### src/rtl/uart_tx_pkg.sv
// Shared UART definitions: default baud divisor,
// FSM state encoding and frame constants.
package uart_tx_pkg;

  localparam int CPB_DEFAULT = 6;
  localparam int DATA_BITS   = 8;

  typedef logic [1:0] state_t;

  localparam state_t S_IDLE  = 2'd0;
  localparam state_t S_START = 2'd1;
  localparam state_t S_BITS  = 2'd2;
  localparam state_t S_STOP  = 2'd3;

endpackage

### src/rtl/uart_tx_if.sv
// Byte valid/ready handshake into the UART
// transmitter holding register.
interface uart_tx_if;

  logic [7:0] data_i;
  logic       valid_i;
  logic       ready_o;

  modport master (
    output data_i,
    output valid_i,
    input  ready_o
  );

  modport slave (
    input  data_i,
    input  valid_i,
    output ready_o
  );

endinterface

### src/rtl/uart_baud_timer.sv
// Bit-period down-counter: reload on load, then
// count to zero and hold there until reloaded.
module uart_baud_timer #(
  parameter int CLOCKS_PER_BAUD = 6
) (
  input  logic clock,
  input  logic reset_n,
  input  logic load,
  output logic done
);

  localparam int W = $clog2(CLOCKS_PER_BAUD);
  localparam logic [W-1:0] TOP =
    W'(CLOCKS_PER_BAUD - 1);

  logic [W-1:0] cnt;

  always_ff @(posedge clock or negedge reset_n) begin
    if (!reset_n) begin
      cnt <= '0;
    end else if (load) begin
      cnt <= TOP;
    end else if (cnt != '0) begin
      cnt <= cnt - W'(1);
    end
  end

  assign done = (cnt == '0);

endmodule

### src/rtl/uart_tx.sv
// UART transmitter: 8 data bits LSB first, 1 or 2
// stop bits, one-entry holding register for gapless frames.
module uart_tx
  import uart_tx_pkg::*;
#(
  parameter int CLOCKS_PER_BAUD = CPB_DEFAULT,
  parameter int STOP_BITS       = 1
) (
  input  logic     clock,
  input  logic     reset_n,
  uart_tx_if.slave bus,
  output logic     tx_o,
  output logic     busy_o
);

  localparam logic [2:0] LAST_BIT  = 3'(DATA_BITS - 1);
  localparam logic       LAST_STOP = 1'(STOP_BITS - 1);

  state_t     state, state_n;
  logic [2:0] bit_idx, bit_n;
  logic       stop_idx, stop_n;
  logic [7:0] shift, shift_n;
  logic [7:0] hold, hold_n;
  logic       hold_full, full_n;
  logic       ready_q;
  logic       tx_q, tx_n;
  logic       load, done, accept;

  uart_baud_timer #(
    .CLOCKS_PER_BAUD(CLOCKS_PER_BAUD)
  ) u_baud (
    .clock   (clock),
    .reset_n (reset_n),
    .load    (load),
    .done    (done)
  );

  assign accept = bus.valid_i && ready_q;

  always_ff @(posedge clock or negedge reset_n) begin
    if (!reset_n) begin
      state     <= S_IDLE;
      bit_idx   <= '0;
      stop_idx  <= 1'b0;
      shift     <= '0;
      hold      <= '0;
      hold_full <= 1'b0;
      ready_q   <= 1'b1;
      tx_q      <= 1'b1;
    end else begin
      state     <= state_n;
      bit_idx   <= bit_n;
      stop_idx  <= stop_n;
      shift     <= shift_n;
      hold      <= hold_n;
      hold_full <= full_n;
      ready_q   <= !full_n;
      tx_q      <= tx_n;
    end
  end

  always_comb begin
    state_n = state;
    bit_n   = bit_idx;
    stop_n  = stop_idx;
    shift_n = shift;
    hold_n  = hold;
    full_n  = hold_full;
    load    = 1'b0;
    // ready_q low while full, so accept never meets a drain
    if (accept) begin
      hold_n = bus.data_i;
      full_n = 1'b1;
    end
    case (state)
      S_IDLE: begin
        if (hold_full) begin
          shift_n = hold;
          full_n  = 1'b0;
          state_n = S_START;
          load    = 1'b1;
        end
      end
      S_START: begin
        if (done) begin
          state_n = S_BITS;
          bit_n   = '0;
          load    = 1'b1;
        end
      end
      S_BITS: begin
        if (done) begin
          shift_n = {1'b0, shift[7:1]};
          load    = 1'b1;
          if (bit_idx == LAST_BIT) begin
            state_n = S_STOP;
            stop_n  = 1'b0;
          end else begin
            bit_n = bit_idx + 3'd1;
          end
        end
      end
      S_STOP: begin
        if (done) begin
          load = 1'b1;
          if (stop_idx != LAST_STOP) begin
            stop_n = 1'b1;
          end else if (hold_full) begin
            shift_n = hold;
            full_n  = 1'b0;
            state_n = S_START;
          end else begin
            state_n = S_IDLE;
          end
        end
      end
      default: begin
        state_n = S_IDLE;
      end
    endcase
  end

  // line level is registered from the next state
  always_comb begin
    tx_n = 1'b1;
    case (state_n)
      S_START: tx_n = 1'b0;
      S_BITS:  tx_n = shift_n[0];
      default: tx_n = 1'b1;
    endcase
  end

  assign bus.ready_o = ready_q;
  assign tx_o        = tx_q;
  assign busy_o      = (state != S_IDLE) || hold_full;

endmodule

### src/flat_wrapper.sv
// flat-port wrapper written by rule: the top's interface ports become plain ports
module uart_tx_flat import uart_tx_pkg::*;
#(
  parameter int CLOCKS_PER_BAUD = CPB_DEFAULT,
  parameter int STOP_BITS       = 1
)
  (clock, reset_n, tx_o, busy_o, bus_data_i, bus_valid_i, bus_ready_o);
  uart_tx_if bus_i ();
  input  logic clock;
  input  logic reset_n;
  output logic tx_o;
  output logic busy_o;
  input wire logic [$bits(bus_i.data_i)-1:0] bus_data_i;
  input wire logic [$bits(bus_i.valid_i)-1:0] bus_valid_i;
  output wire logic [$bits(bus_i.ready_o)-1:0] bus_ready_o;
  assign bus_i.data_i = bus_data_i;
  assign bus_i.valid_i = bus_valid_i;
  assign bus_ready_o = bus_i.ready_o;
  uart_tx #(.CLOCKS_PER_BAUD(CLOCKS_PER_BAUD), .STOP_BITS(STOP_BITS)) u_core (.clock(clock), .reset_n(reset_n), .bus(bus_i), .tx_o(tx_o), .busy_o(busy_o));
endmodule
### config.mk
export PLATFORM = sky130hd
export DESIGN_NAME = uart_tx_flat
export DESIGN_NICKNAME = d
export VERILOG_FILES = /design/src/rtl/uart_tx_pkg.sv /design/src/rtl/uart_tx_if.sv /design/src/rtl/uart_baud_timer.sv /design/src/rtl/uart_tx.sv /design/src/flat_wrapper.sv
export SDC_FILE = /design/constraint.sdc
export NUM_CORES = 1
export LEC_CHECK = 0
export CAP_MARGIN = 20
export CORE_MARGIN = 10
export CORE_UTILIZATION = 59
export CTS_BUF_LIST = sky130_fd_sc_hd__clkbuf_2
export DETAILED_ROUTE_END_ITERATION = 16
export GPL_TIMING_DRIVEN = 0
export PLACE_DENSITY = 0.88
export SLEW_MARGIN = 40
export SYNTH_ARGS = -nofsm -noshare
export SYNTH_HDL_FRONTEND = slang
export SYNTH_SLANG_ARGS = --single-unit
### constraint.sdc
create_clock -name clock -period 1.9 [get_ports clock]
set_input_delay 0.57 -clock clock [delete_from_list [all_inputs] [get_ports clock]]
set_output_delay 0.57 -clock clock [all_outputs]
set_load 0.01 [all_outputs]
==> reports/results.tsv <==
metric	value	unit
status	finished, violations left	
failing checks	setup timing	
first-pass GRT wire length	5590	µm
max-slew violation count	0	
Syn Std Cell Area	0.00158	mm²
Final ANT Viol Nets	0	
Global Route Usage Sum	12.9	%
maximum clock rate	0.518	GHz
YS warnings	0	
Detailed Routing Iterations Pass 1	4	
Cell Pwr Density	1750	mW/mm²
worst reg-to-reg path cell count	9	
Startpoint Class	flop	
Yosys cell types	37	
total gr overflow	0	
Mean Syn Cell Area	11.2	µm²
Tightest Pin Transition	0.594	ns
commonest non-fill, non-tap cell in the layout	dfrtp_1	
via count	1157	
PnR worst setup slack	-0.0289	ns
vias in the first global route	1212	
asr flop ratio synth	100	%
worst hold slack	0.160	ns
Main synth FF type	dfrtp_1	
Max clock buf depth	2	
final non-filler cell total	196	
WP data arrival	1.36	ns
number of fill cells in the layout	176	
Reg-to-Reg Start	u_core.state[0]	
synth-to-layout area growth	18.4	%
vias per std cell	5.90	
worst hold path type	in2async	
leakage power	0.811	nW
commonest non-fill, non-tap cells in the layout	24 x dfrtp_1, 11 x nand2_1, 9 x o21ai_0, 9 x clkdlybuf4s50_1, 9 x buf_4	
highest net fanout along the worst path	2	
largest net degree at the start of global routing	28	
total die area	0.00514	mm²
Critical Path End Type	output pin	
initial core utilization	62.5	%
CTS Buf Count	3	
total power	3.27	mW
Row Count	18	
Iter 0 DRT Violations	111	
Num Clock Sinks	27	
die width	71.7	µm
Core Footprint	0.00252	mm²
syn nets	161	
crit path launch	u_core.state[0]	
Skew-Pair Late Insertion Delay	0.36	ns
Final Skew	0.00532	ns
Fin. Hold Viols	0	
layout cell share with drive strength beyond 1	31.3	%
post-synthesis cell count	141	
initial antenna violation count	0	
gpl congestion	0.771	
post-placement cell count	184	
Max-Cap Viols	0	
unrepaired setup endpoints after global routing	true	
htree depth	1	
Final #Nets	187	
PortBufs	13	
post-DR wirelength/cell	17.2	µm
critical path class	reg2out	
CTS tree	done	
clk root buf	clkbuf_2	
post-layout min period	1.93	ns
Die Height	71.7	µm
DP HPWL	2280	µm
I/O pins	14	
# diodes	0	
EDFF count, synth	0	
Max-slew headroom	60.4	%
VDD IR max	1.33	mV
Seq/Total Area, Yosys	43.1	%
Final setup viols	1	
clock-pin slew on the worst setup and hold paths	0.26	ns
DRC Markers	0	
routed wire length	3360	µm
final period utilization	102	%
hold buffers post-CTS	0	
CP Data Required Time	1.33	ns
post-synthesis register bit count	27	
-- registers in the layout, summed over array words and instances (netlist names) --
| name | flops |
|---|---|
| u_core.hold | 8 |
| u_core.shift | 8 |
| u_core.bit_idx | 3 |
| u_core.u_baud.cnt | 3 |
| u_core.state | 2 |
| u_core.bus.ready_o | 1 |
| u_core.hold_full | 1 |
| u_core.tx_o | 1 |
-- final cells by class --
cell class | count | area (µm²) | share of cell area [%]
buffer | 7 | 61.3 | 3.29
inverter | 10 | 42.5 | 2.28
tap | 30 | 37.5 | 2.01
clock inverter | 1 | 7.51 | 0.402
multi-input combinational | 96 | 831 | 44.5
timing repair buffer | 22 | 191 | 10.3
sequential | 27 | 679 | 36.4
clock buffer | 3 | 15.0 | 0.805
-- per-stage QoR --
step / worst slack [ns] / TNS (ns) / area [µm²] / util (%)
after floorplan: 0.188 / 0 / 1580 / -
after global placement: -0.279 / -3.37 / 1740 / 69.1
after detailed placement: -0.333 / -1.70 / 1740 / 68.9
after CTS: -0.0451 / -0.0451 / 1810 / 71.8
after global routing: -0.0775 / -0.245 / 1870 / 74.0
final: -0.0289 / -0.0289 / 1870 / 74.0
-- cell families (layout without fill, tap and decap cells) --
kind of cell	count (synthesis)	count (layout)	share of synthesized area (%)
AOI/OAI and AO/OA	47	47	24.3
adders and majority gates	9	9	7.15
buffers and inverters	18	43	6.27
DFF	27	27	43.1
muxes	16	16	10.8
and+or+nand+nor	24	24	8.42
-- synthesized netlist by cell type, types with 2 or more instances --
| library cell | number | area [µm²] |
|---|---|---|
| o21ai_1 | 4 | 20.0 |
| a31oi_1 | 2 | 12.5 |
| ha_1 | 9 | 113 |
| inv_1 | 10 | 37.5 |
| o21a_1 | 6 | 45.0 |
| mux2_2 | 8 | 90.1 |
| o21ai_0 | 9 | 45.0 |
| clkbuf_1 | 3 | 11.3 |
| a21oi_1 | 3 | 15.0 |
| nand2_1 | 11 | 41.3 |
| a2bb2oi_1 | 6 | 52.6 |
| dfrtp_1 | 25 | 626 |
| o22a_1 | 3 | 26.3 |
| a21oi_4 | 2 | 32.5 |
| buf_6 | 4 | 45.0 |
| dfstp_2 | 2 | 52.6 |
| nor3_1 | 3 | 15.0 |
| nor2_1 | 2 | 7.51 |
| a22o_1 | 4 | 35.0 |
| mux2i_1 | 8 | 80.1 |
-- path summary, 6_finish.rpt --
check	to	slack (ns)
worst min register to register	u_core.u_baud.cnt[0]	0.53
worst max register to register	u_core.shift[4]	0
worst min-delay path	u_core.u_baud.cnt[1]	0.16
worst max-delay path	busy_o	-0.03
max in group asynchronous	u_core.state[0]	1.33
min in group clock	u_core.u_baud.cnt[0]	0.53
-- repair_timing --
action,in CTS,in global routing
cloned,0,0
pin swaps,1,4
endpoints found under the setup margin,10,11
setup buffers,4,5
gates resized for setup,17,8
-- routing by layer --
metal / vias up / global-route usage (%) / wire, µm
met5: - / 0 / 0
met4: 0 / 3.23 / 29
met3: 4 / 2.07 / 114
met2: 20 / 24.2 / 1780
met1: 575 / 14.6 / 1440
li1: 558 / - / -
-- worst max-delay path, stage by stage (launching register included) --
cell	delay, ns
dfrtp_2	0.50
inv_4	0.07
ha_4	0.13
nor2b_4	0.14
inv_2	0.05
buf_6	0.11
-- report_power, final --
| group | switching (mW) | internal [mW] | leakage, nW | total (mW) |
|---|---|---|---|---|
| registers | 0.190 | 0.862 | 0.323 | 1.05 |
| logic | 0.989 | 1.01 | 0.475 | 2.00 |
| clock network | 0.174 | 0.0488 | 0.0126 | 0.222 |
| total | 1.35 | 1.92 | 0.811 | 3.27 |
(Power assumes the default switching activity.)
